<file path="src/rtl/edge_stamp_pkg.sv">
// Shared types and constants for the edge_stamp block.
// Stamps are {window cycle count, TDC fraction}; the value 0 is reserved
// to flag a window without an edge of that polarity.
package edge_stamp_pkg;

    localparam int unsigned INT_W   = 6;
    localparam int unsigned FRAC_W  = 6;
    localparam int unsigned STAMP_W = INT_W + FRAC_W;

    localparam int unsigned NULL_STAMP = 0;
    localparam int unsigned MIN_STAMP  = 1;
    localparam int unsigned MIN_WIN    = 2;

    typedef logic [STAMP_W-1:0] stamp_t;

    typedef enum logic [1:0] {
        IDLE = 2'd0,
        ARM  = 2'd1,
        RUN  = 2'd2
    } state_t;

    // Build a stamp, lifting a genuine edge at cnt=0/frac=0 off the null code.
    function automatic stamp_t make_stamp(input logic [INT_W-1:0]  cnt,
                                          input logic [FRAC_W-1:0] frac);
        stamp_t s;
        s = {cnt, frac};
        if (s == STAMP_W'(NULL_STAMP)) begin
            s = STAMP_W'(MIN_STAMP);
        end
        return s;
    endfunction

endpackage

</file>
<file path="src/rtl/edge_stamp_det.sv">
// Edge detector for edge_stamp: holds the previous din level and produces
// rise/fall strobes plus the stamp that belongs to the strobed edge.
// Build option EDGE_STAMP_DEGLITCH_EN: a new level must persist for two
// cycles before it is accepted; the stamp comes from the first cycle of the
// new level, so strobes arrive one cycle after the level change.
// Ports:
//   clk, rst      clock, async active-high reset
//   arm           window arming cycle: resync history to din
//   run           window running: track din and allow strobes
//   din           data level
//   cnt, frac_in  window cycle count and TDC phase of the current cycle
//   rise_c/fall_c edge strobes (combinational)
//   stamp_c       stamp of the strobed edge (combinational)
module edge_stamp_det
    import edge_stamp_pkg::*;
(
    input  logic              clk,
    input  logic              rst,
    input  logic              arm,
    input  logic              run,
    input  logic              din,
    input  logic [INT_W-1:0]  cnt,
    input  logic [FRAC_W-1:0] frac_in,
    output logic              rise_c,
    output logic              fall_c,
    output stamp_t            stamp_c
);

    logic din_q;

`ifdef EDGE_STAMP_DEGLITCH_EN
    logic   lvl_q;      // accepted (filtered) level
    stamp_t pend_q;     // stamp of the first cycle of the latest raw change
    logic   confirm_c;

    // New level seen for the second consecutive cycle and differs from accepted level.
    assign confirm_c = run && (din == din_q) && (din != lvl_q);

    always_ff @(posedge clk or posedge rst) begin
        if (rst) begin
            din_q  <= 1'b0;
            lvl_q  <= 1'b0;
            pend_q <= STAMP_W'(NULL_STAMP);
        end else if (arm) begin
            din_q <= din;
            lvl_q <= din;
        end else if (run) begin
            din_q <= din;
            if (din != din_q) begin
                pend_q <= make_stamp(cnt, frac_in);
            end
            if (confirm_c) begin
                lvl_q <= din;
            end
        end
    end

    assign rise_c  = confirm_c & din;
    assign fall_c  = confirm_c & ~din;
    assign stamp_c = pend_q;
`else
    always_ff @(posedge clk or posedge rst) begin
        if (rst) begin
            din_q <= 1'b0;
        end else if (arm || run) begin
            din_q <= din;
        end
    end

    assign rise_c  = run & din & ~din_q;
    assign fall_c  = run & ~din & din_q;
    assign stamp_c = make_stamp(cnt, frac_in);
`endif

endmodule

</file>
<file path="src/rtl/edge_stamp.sv">
// Windowed edge timestamper feeding the DPLL period estimator.
// Each window of win_len cycles (min 2) captures the first rise and first
// fall as {cnt, frac_in}; at window end both are published together with a
// one-cycle stamp_valid pulse. Missing edges publish as 0.
// Build option EDGE_STAMP_DEGLITCH_EN: two-cycle glitch filter on din; the
// publish is delayed one cycle so an edge pending at window end is credited
// to the window it started in.
// Ports:
//   clk, rst      clock, async active-high reset
//   enable        run windows while high
//   din           data level (synchronous to clk)
//   frac_in       sub-cycle phase of a din transition this cycle
//   win_len       window length, sampled at window start
//   edges1/edges2 rise/fall stamps of the last completed window
//   stamp_valid   one-cycle pulse when edges1/edges2/multi_edge update
//   multi_edge    last window had a repeated rise or fall
module edge_stamp
    import edge_stamp_pkg::*;
(
    input  logic               clk,
    input  logic               rst,
    input  logic               enable,
    input  logic               din,
    input  logic [FRAC_W-1:0]  frac_in,
    input  logic [INT_W-1:0]   win_len,
    output logic [STAMP_W-1:0] edges1,
    output logic [STAMP_W-1:0] edges2,
    output logic               stamp_valid,
    output logic               multi_edge
);

    state_t           state_q, state_d;
    logic [INT_W-1:0] cnt_q, cnt_d;
    logic [INT_W-1:0] wl_q, wl_d;
    logic [INT_W-1:0] wl_load_c;
    stamp_t           rise_q, rise_d, fall_q, fall_d;
    logic             multi_q, multi_d;
    stamp_t           edges1_d, edges2_d;
    logic             stamp_valid_d, multi_edge_d;

    logic             arm_c, run_c, win_end_c, late_c;
    logic             rise_c, fall_c;
    stamp_t           stamp_c;
    stamp_t           rise_nxt_c, fall_nxt_c;
    logic             multi_nxt_c;

`ifdef EDGE_STAMP_DEGLITCH_EN
    logic             dly_q, dly_d;
    stamp_t           hold_rise_q, hold_rise_d, hold_fall_q, hold_fall_d;
    logic             hold_multi_q, hold_multi_d;

    // Strobes in the cycle after a window end belong to the finished window.
    assign late_c = dly_q;
`else
    assign late_c = 1'b0;
`endif

    assign arm_c     = (state_q == ARM);
    assign run_c     = (state_q == RUN);
    assign win_end_c = (cnt_q == (wl_q - INT_W'(1)));
    assign wl_load_c = (win_len < INT_W'(MIN_WIN)) ? INT_W'(MIN_WIN) : win_len;

    edge_stamp_det u_det (
        .clk     (clk),
        .rst     (rst),
        .arm     (arm_c),
        .run     (run_c),
        .din     (din),
        .cnt     (cnt_q),
        .frac_in (frac_in),
        .rise_c  (rise_c),
        .fall_c  (fall_c),
        .stamp_c (stamp_c)
    );

    // Next-state, window capture and publish.
    always_comb begin
        state_d       = state_q;
        cnt_d         = cnt_q;
        wl_d          = wl_q;
        rise_d        = rise_q;
        fall_d        = fall_q;
        multi_d       = multi_q;
        edges1_d      = edges1;
        edges2_d      = edges2;
        multi_edge_d  = multi_edge;
        stamp_valid_d = 1'b0;
`ifdef EDGE_STAMP_DEGLITCH_EN
        dly_d         = 1'b0;
        hold_rise_d   = hold_rise_q;
        hold_fall_d   = hold_fall_q;
        hold_multi_d  = hold_multi_q;
`endif

        // Capture state including this cycle's edges (bypass for window end).
        rise_nxt_c  = rise_q;
        fall_nxt_c  = fall_q;
        multi_nxt_c = multi_q;
        if (rise_c && !late_c) begin
            if (rise_q == STAMP_W'(NULL_STAMP)) rise_nxt_c  = stamp_c;
            else                                multi_nxt_c = 1'b1;
        end
        if (fall_c && !late_c) begin
            if (fall_q == STAMP_W'(NULL_STAMP)) fall_nxt_c  = stamp_c;
            else                                multi_nxt_c = 1'b1;
        end

        case (state_q)
            IDLE: begin
                if (enable) state_d = ARM;
            end
            ARM: begin
                cnt_d   = '0;
                wl_d    = wl_load_c;
                rise_d  = STAMP_W'(NULL_STAMP);
                fall_d  = STAMP_W'(NULL_STAMP);
                multi_d = 1'b0;
                state_d = enable ? RUN : IDLE;
            end
            RUN: begin
                if (!enable) begin
                    state_d = IDLE;
                end else if (win_end_c) begin
                    cnt_d   = '0;
                    wl_d    = wl_load_c;
                    rise_d  = STAMP_W'(NULL_STAMP);
                    fall_d  = STAMP_W'(NULL_STAMP);
                    multi_d = 1'b0;
`ifdef EDGE_STAMP_DEGLITCH_EN
                    dly_d        = 1'b1;
                    hold_rise_d  = rise_nxt_c;
                    hold_fall_d  = fall_nxt_c;
                    hold_multi_d = multi_nxt_c;
`else
                    edges1_d      = rise_nxt_c;
                    edges2_d      = fall_nxt_c;
                    multi_edge_d  = multi_nxt_c;
                    stamp_valid_d = 1'b1;
`endif
                end else begin
                    cnt_d   = cnt_q + INT_W'(1);
                    rise_d  = rise_nxt_c;
                    fall_d  = fall_nxt_c;
                    multi_d = multi_nxt_c;
                end
            end
            default: state_d = IDLE;
        endcase

`ifdef EDGE_STAMP_DEGLITCH_EN
        // Delayed publish of the held window plus any edge confirmed late.
        if (dly_q) begin
            edges1_d     = hold_rise_q;
            edges2_d     = hold_fall_q;
            multi_edge_d = hold_multi_q;
            if (rise_c) begin
                if (hold_rise_q == STAMP_W'(NULL_STAMP)) edges1_d     = stamp_c;
                else                                     multi_edge_d = 1'b1;
            end
            if (fall_c) begin
                if (hold_fall_q == STAMP_W'(NULL_STAMP)) edges2_d     = stamp_c;
                else                                     multi_edge_d = 1'b1;
            end
            stamp_valid_d = 1'b1;
        end
`endif
    end

    // State and output registers.
    always_ff @(posedge clk or posedge rst) begin
        if (rst) begin
            state_q      <= IDLE;
            cnt_q        <= '0;
            wl_q         <= INT_W'(MIN_WIN);
            rise_q       <= STAMP_W'(NULL_STAMP);
            fall_q       <= STAMP_W'(NULL_STAMP);
            multi_q      <= 1'b0;
            edges1       <= STAMP_W'(NULL_STAMP);
            edges2       <= STAMP_W'(NULL_STAMP);
            multi_edge   <= 1'b0;
            stamp_valid  <= 1'b0;
`ifdef EDGE_STAMP_DEGLITCH_EN
            dly_q        <= 1'b0;
            hold_rise_q  <= STAMP_W'(NULL_STAMP);
            hold_fall_q  <= STAMP_W'(NULL_STAMP);
            hold_multi_q <= 1'b0;
`endif
        end else begin
            state_q      <= state_d;
            cnt_q        <= cnt_d;
            wl_q         <= wl_d;
            rise_q       <= rise_d;
            fall_q       <= fall_d;
            multi_q      <= multi_d;
            edges1       <= edges1_d;
            edges2       <= edges2_d;
            multi_edge   <= multi_edge_d;
            stamp_valid  <= stamp_valid_d;
`ifdef EDGE_STAMP_DEGLITCH_EN
            dly_q        <= dly_d;
            hold_rise_q  <= hold_rise_d;
            hold_fall_q  <= hold_fall_d;
            hold_multi_q <= hold_multi_d;
`endif
        end
    end

endmodule
</file>
<file path="config.mk">
export PLATFORM = sky130hd
export DESIGN_NAME = edge_stamp
export DESIGN_NICKNAME = d
export VERILOG_FILES = /design/src/rtl/edge_stamp_pkg.sv /design/src/rtl/edge_stamp_det.sv /design/src/rtl/edge_stamp.sv
export SDC_FILE = /design/constraint.sdc
export NUM_CORES = 1
export LEC_CHECK = 0
export BUFFER_PORTS_ARGS = -buffer_cell sky130_fd_sc_hd__buf_2
export CAP_MARGIN = 20
export CORE_MARGIN = 2
export CORE_UTILIZATION = 40
export DETAILED_ROUTE_END_ITERATION = 8
export PLACE_DENSITY = 0.64
export SYNTH_ARGS = -nofsm -noshare
export SYNTH_HDL_FRONTEND = slang
export SYNTH_SLANG_ARGS = --single-unit
</file>
<file path="constraint.sdc">
create_clock -name clk -period 2.3 [get_ports clk]
set_input_delay 0 -clock clk [delete_from_list [all_inputs] [get_ports clk]]
set_output_delay 0 -clock clk [all_outputs]
set_load 0.02 [all_outputs]
</file>
After elaboration in Yosys (flattened, before gate mapping)
Index checks and enable logic that the tools add are counted.
{"block": "op_classes", "add_sub_neg": 2, "n_mul": 0, "div": 0, "order_cmp": 1, "eq_ne": 7, "n_shift": 0, "mux": 32, "n_bitwise": 6, "reduce_logical": 10}
{"cell": "12-bit 2-to-1 mux", "count": 9}
{"cell": "12-bit one-hot mux with 2 select lines", "count": 2}
{"cell": "12-bit logical NOT", "count": 3}
{"cell": "6-bit 2-to-1 mux", "count": 5}
{"cell": "6-bit one-hot mux with 2 select lines", "count": 2}
{"cell": "1-bit 2-to-1 mux", "count": 9}
{"cell": "2-bit != test (second input constant)", "count": 4}
{"cell": "6-bit by 1-bit adder with 6-bit output (second input constant)", "count": 1}
{"cell": "6-bit equality test", "count": 1}
{"cell": "6-bit by 2-bit less-than comparator with 1-bit output (second input constant)", "count": 1}
{"cell": "2-bit 2-to-1 mux", "count": 3}
{"cell": "2-bit one-hot mux with 3 select lines", "count": 1}
{"cell": "3-bit AND reduction", "count": 2}
{"cell": "6-bit by 1-bit subtractor with 6-bit output (second input constant)", "count": 1}
{"cell": "1-bit bitwise AND", "count": 4}
{"cell": "2-bit AND reduction", "count": 2}
{"cell": "2-bit by 1-bit equality test with 1-bit output (second input constant)", "count": 1}
{"cell": "2-bit equality test (second input constant)", "count": 1}
{"cell": "2-bit logical NOT", "count": 1}
{"cell": "1-bit NOT", "count": 2}
{"cell": "1-bit one-hot mux with 2 select lines", "count": 1}
{"cell": "2-bit nonzero test", "count": 1}
{"cell": "1-bit logical OR", "count": 1}
{"block": "totals", "reg_bits": 66, "latch_bits": 0, "ramBits": 0, "rom_bits": 0, "out_inout_bits": 26, "memories": 0}

Depth between registers and ports, before layout
{"block": "depth", "depth_word": 9, "ltp_mapped": 9, "depth_no_buf": 7}

Hierarchy
From an unflattened synthesis, not the netlist that was laid out.
{"block": "unflattened", "cells_unflattened": 338, "area_unflattened_um2": 3316.9}
{"mod": "edge_stamp", "n_inst": 1, "cells_per_inst": 316, "area_each_um2": 3189.3}
{"mod": "edge_stamp_det", "n_inst": 1, "cells_per_inst": 22, "area_each_um2": 127.6}

Worst setup path after synthesis
OpenSTA, ideal clock, no wires.
{"block": "synth_path", "path_kind": "reg-to-reg", "start": "register wl_q[1]", "end": "register wl_q[2]", "arrival_time_ns": 2.446, "t_required_ns": 2.175, "setup_slack_ns": -0.271, "stages_incl_launch_ff": 10, "n_path_buf": 2, "path_cell_list": "dfstp_2 -> inv_1 -> ha_1 -> and2_1 -> a211oi_1 -> o31a_1 -> clkbuf_1 -> o21ba_2 -> clkbuf_1 -> mux2_2"}
{"block": "synth_between", "elab_chain_cells": 4}
{"item": "start: declaration", "line_no": "edge_stamp.sv:34", "rtl": "logic [INT_W-1:0] wl_q, wl_d;"}
{"item": "start signal: assignment", "line_no": "edge_stamp.sv:174", "rtl": "wl_q <= INT_W'(MIN_WIN);"}
{"item": "start signal: assignment", "line_no": "edge_stamp.sv:191", "rtl": "wl_q <= wl_d;"}
{"item": "6-bit by 1-bit subtractor with 6-bit output", "line_no": "edge_stamp.sv:60", "rtl": "assign win_end_c = (cnt_q == (wl_q - INT_W'(1)));"}
{"item": "6-bit equality test", "line_no": "edge_stamp.sv:60"}
{"item": "2-bit != test (no line)"}
{"item": "3-bit AND reduction (no line)"}
Every way passes these cells.
A chain may end at the register's enable or synchronous reset.

Worst setup path in the final report
{"block": "layout_path", "start": "register wl_q[0]", "end": "register edges1[9]"}
{"block": "layout_between", "elab_chain_cells": 3}
{"item": "6-bit by 1-bit subtractor with 6-bit output", "line_no": "edge_stamp.sv:60"}
{"item": "6-bit equality test", "line_no": "edge_stamp.sv:60"}
{"item": "3-bit AND reduction (no line)"}
{"item": "end signal: assignment", "line_no": "edge_stamp.sv:178", "rtl": "edges1 <= STAMP_W'(NULL_STAMP);"}
{"item": "end signal: assignment", "line_no": "edge_stamp.sv:195", "rtl": "edges1 <= edges1_d;"}
{"item": "end: declaration", "line_no": "edge_stamp.sv:26", "rtl": "output logic [STAMP_W-1:0] edges1,"}
Every way passes these cells.

==> reports/qor.txt <==
status: finished with violations
failing checks: negative setup slack
switching power: 1.428 mW
initial antenna violation count: 0
pre-CTS WS: -0.2103 ns
setup tns final: -4.953 ns
I/O pin cnt: 42
Clock Tree Root: clkbuf_8
htree depth: 3
max_slew headroom: 43.58%
Clock Latency Late Sink: 0.35 ns
top_reg_cell synth: dfrtp_1
setup violators final: 60
Vias per Instance: 5.167
Finished Cell Area: 4182 sq um
Pre-antenna DRT Iters: 4
Area Growth Syn to Fin: 30.80%
sequential power share: 35.7%
Synth top area share: 50.88%
end point of the critical path: edges1[9]
pwr/cell area: 972.9 nW/um^2
diode count: 0
CTS tree: yes
Cells after Synth: 293
cell-internal power: 2.640 mW
number of flops mapped to enable cells by yosys: 0
Peak Freq: 410.8 MHz
fin nets: 394
cell accounting for the most synthesized area: dfrtp_1
Synth Cell Area: 3197 sq um
critical setup path kind: flop to flop
CTS Buf Count: 9
Reg2Reg Setup Slack: -0.13 ns
reg2reg start: wl_q[0]
routability-driven placement congestion ratio: 0.7866
placed insts: 439
required time worst endpoint: 2.56 ns
Final Instance Count excl. Fillers: 478
drt wl/cell: 15.95 um
Detail Route Antenna Nets: 0
Gate power share: 40.0%
R2R Path End: edges1[9]
Arr. time, crit path: 2.70 ns
Peak VDD IR: 668.0 uV
Hold/Removal Path Class: primary input to flop
clock share of power: 24.2%
Port Buffers: 41
Unique masters post-synth: 43
post-route DRC violation count: 0
Period Utilization, post-route: 105.8%
Detailed Place HPWL: 4993 um
Die ar.: 8724 sq um
Post-Route WL: 7625 um
Pleak: 1.932 nW
register area share after synthesis: 51.70%
fin crit period: 2.434 ns
async set or reset register ratio after synthesis: 100.0%
Syn Nets: 315
starting DRC count in detailed routing: 87
number of global-route vias before repair: 2,531
top post-synthesis cells by area: dfrtp_1 51%, mux2i_1 7.5%, a22o_1 6.3%, inv_1 4.0%, a21oi_1 3.4%
Die W: 93.40 um
CP startpoint: wl_q[0]
Tot Pwr: 4.068 mW
first-pass GRT wire length: 12,130 um
Mean Syn Cell Area: 10.91 sq um
commonest non-fill, non-tap cell in the layout: dfrtp_1
row count: 32
crit path max fanout: 9
Initial Util: 41.37%
Placed Area: 3613 sq um
final hold violation count: 0
Max-Cap Viols: 0
Crit. End Element: flop
clock transition at the registers of the reported paths: 0.07 ns
synth warn: 0
CTS Sinks: 66
commonest non-fill, non-tap cells in the layout: 65 x dfrtp_1, 41 x buf_2, 33 x inv_1
Switching Share: 35.11%
RSZ-0062 raised after global routing: true
Clock Skew: 0.01092 ns
CTS Buffer Depth: 2
Die Ht: 93.40 um
GRT Util Overall: 18.15%
max-slew violations: 0
Vias: 2,470
Slew @ Worst Pin: 0.8463 ns
core area: 7727 sq um
crit start category: flop
total overflow reported by the global router: 0
largest net degree at the start of global routing: 67
setup slack after layout: -0.1341 ns
share of layout cells above drive strength 1: 29.26%
#FFs+latches synth: 66
Worst R2R Path Depth: 7
cells by family after synthesis:
group / after synthesis / share of synthesized area [%]
AO/OA/AOI/OAI: 77 / 17.03
XOR/XNOR: 7 / 1.918
adder cells (fa/ha/maj): 6 / 2.348
buffers and inverters: 51 / 7.045
flip-flops: 66 / 51.70
multiplexers: 32 / 10.68
AND/OR/NAND/NOR: 54 / 9.276
power by group through the flow:
| stage | combinational [mW] | sequential, mW | clock (mW) |
|---|---|---|---|
| after global routing | 1.77 | 1.48 | 1.04 |
| after floorplan | 0.838 | 1.55 | 0 |
| final | 1.63 | 1.45 | 0.985 |
| after CTS | 1.41 | 1.45 | 1.01 |
| after detailed placement | 1.33 | 1.47 | 0 |
| after global placement | 1.31 | 1.47 | 0 |
final cells by class:
type,count,area [sq um]
Fill cell,688,3546
Timing Repair Buffer,85,683.2
Clock inverter,4,52.55
Clock buffer,11,141.4
Tap cell,102,127.6
Inverter,34,127.6
Multi-Input combinational cell,176,1396
Sequential cell,66,1653
what timing repair did:
item	4_1_cts	5_1_grt
hold buffers	14	0
gates cloned	0	4
hold endpoints to repair	82	0
setup buffers	2	4
resized for setup	13	15
setup endpoints to repair	53	61
pin swaps	2	3
critical path, stage by stage (launching register included):
cell and delay (ns):
dfrtp_1 0.38, or4_4 0.53, or3_4 0.35, a211o_4 0.38, nor3_4 0.19, buf_4 0.16
buf_12 0.14, mux2i_4 0.21
worst min path at each step:
stage | from | to | cells past startpoint
2_1_floorplan | frac_in[1] | fall_q[1] | 1
3_3_place_gp | win_len[2] | wl_q[2] | 2
3_5_place_dp | win_len[2] | wl_q[2] | 2
4_1_cts | frac_in[0] | fall_q[0] | 3
5_1_grt | frac_in[0] | fall_q[0] | 3
6_report | frac_in[0] | rise_q[0] | 3
registers in the layout (all words and copies together) (netlist names):
signal and count:
cnt_q 6, stamp_valid 1, u_det.din_q 1, multi_edge 1
edges2 12, multi_q 1, rise_q 12, wl_q 6
fall_q 12, state_q 2, edges1 12
synth_stat cells, types with 2 or more instances:
cell type and n:
and2_1 2, o211ai_1 5, xor2_1 3, or3_1 2, buf_2 3, or4_1 4, inv_1 34, mux2_2 5
xnor2_1 4, o41ai_1 2, a22o_1 23, nor2_1 6, o211a_1 2, ha_1 6, nand2b_1 3, clkbuf_1 11
nand3_1 5, o21ai_0 10, o2bb2ai_1 3, buf_8 2, o21bai_1 2, nand2_1 14, mux2_4 3, a21oi_1 22
nor2b_1 3, dfrtp_1 65, nor3_1 5, mux2i_1 24, nor4_1 6
routing by layer:
layer,up-vias,wire [um],global-route usage [%]
met5,-,0,0
met3,12,260,4.271
li1,1202,-,-
met4,0,114,7.353
met2,52,3755,29.26
met1,1204,3494,23.54
stage by stage:
| stage | util [%] | hold slack, ns |
|---|---|---|
| 5_1_grt | 54.11 | 0.04545 |
| 3_5_place_dp | 46.76 | 0.2475 |
| 3_3_place_gp | 46.76 | 0.2453 |
| 4_1_cts | 51.86 | 0.007876 |
| 2_1_floorplan | - | 0.1325 |
| 6_report | 54.11 | 0.02772 |
(Power assumes the default switching activity.)
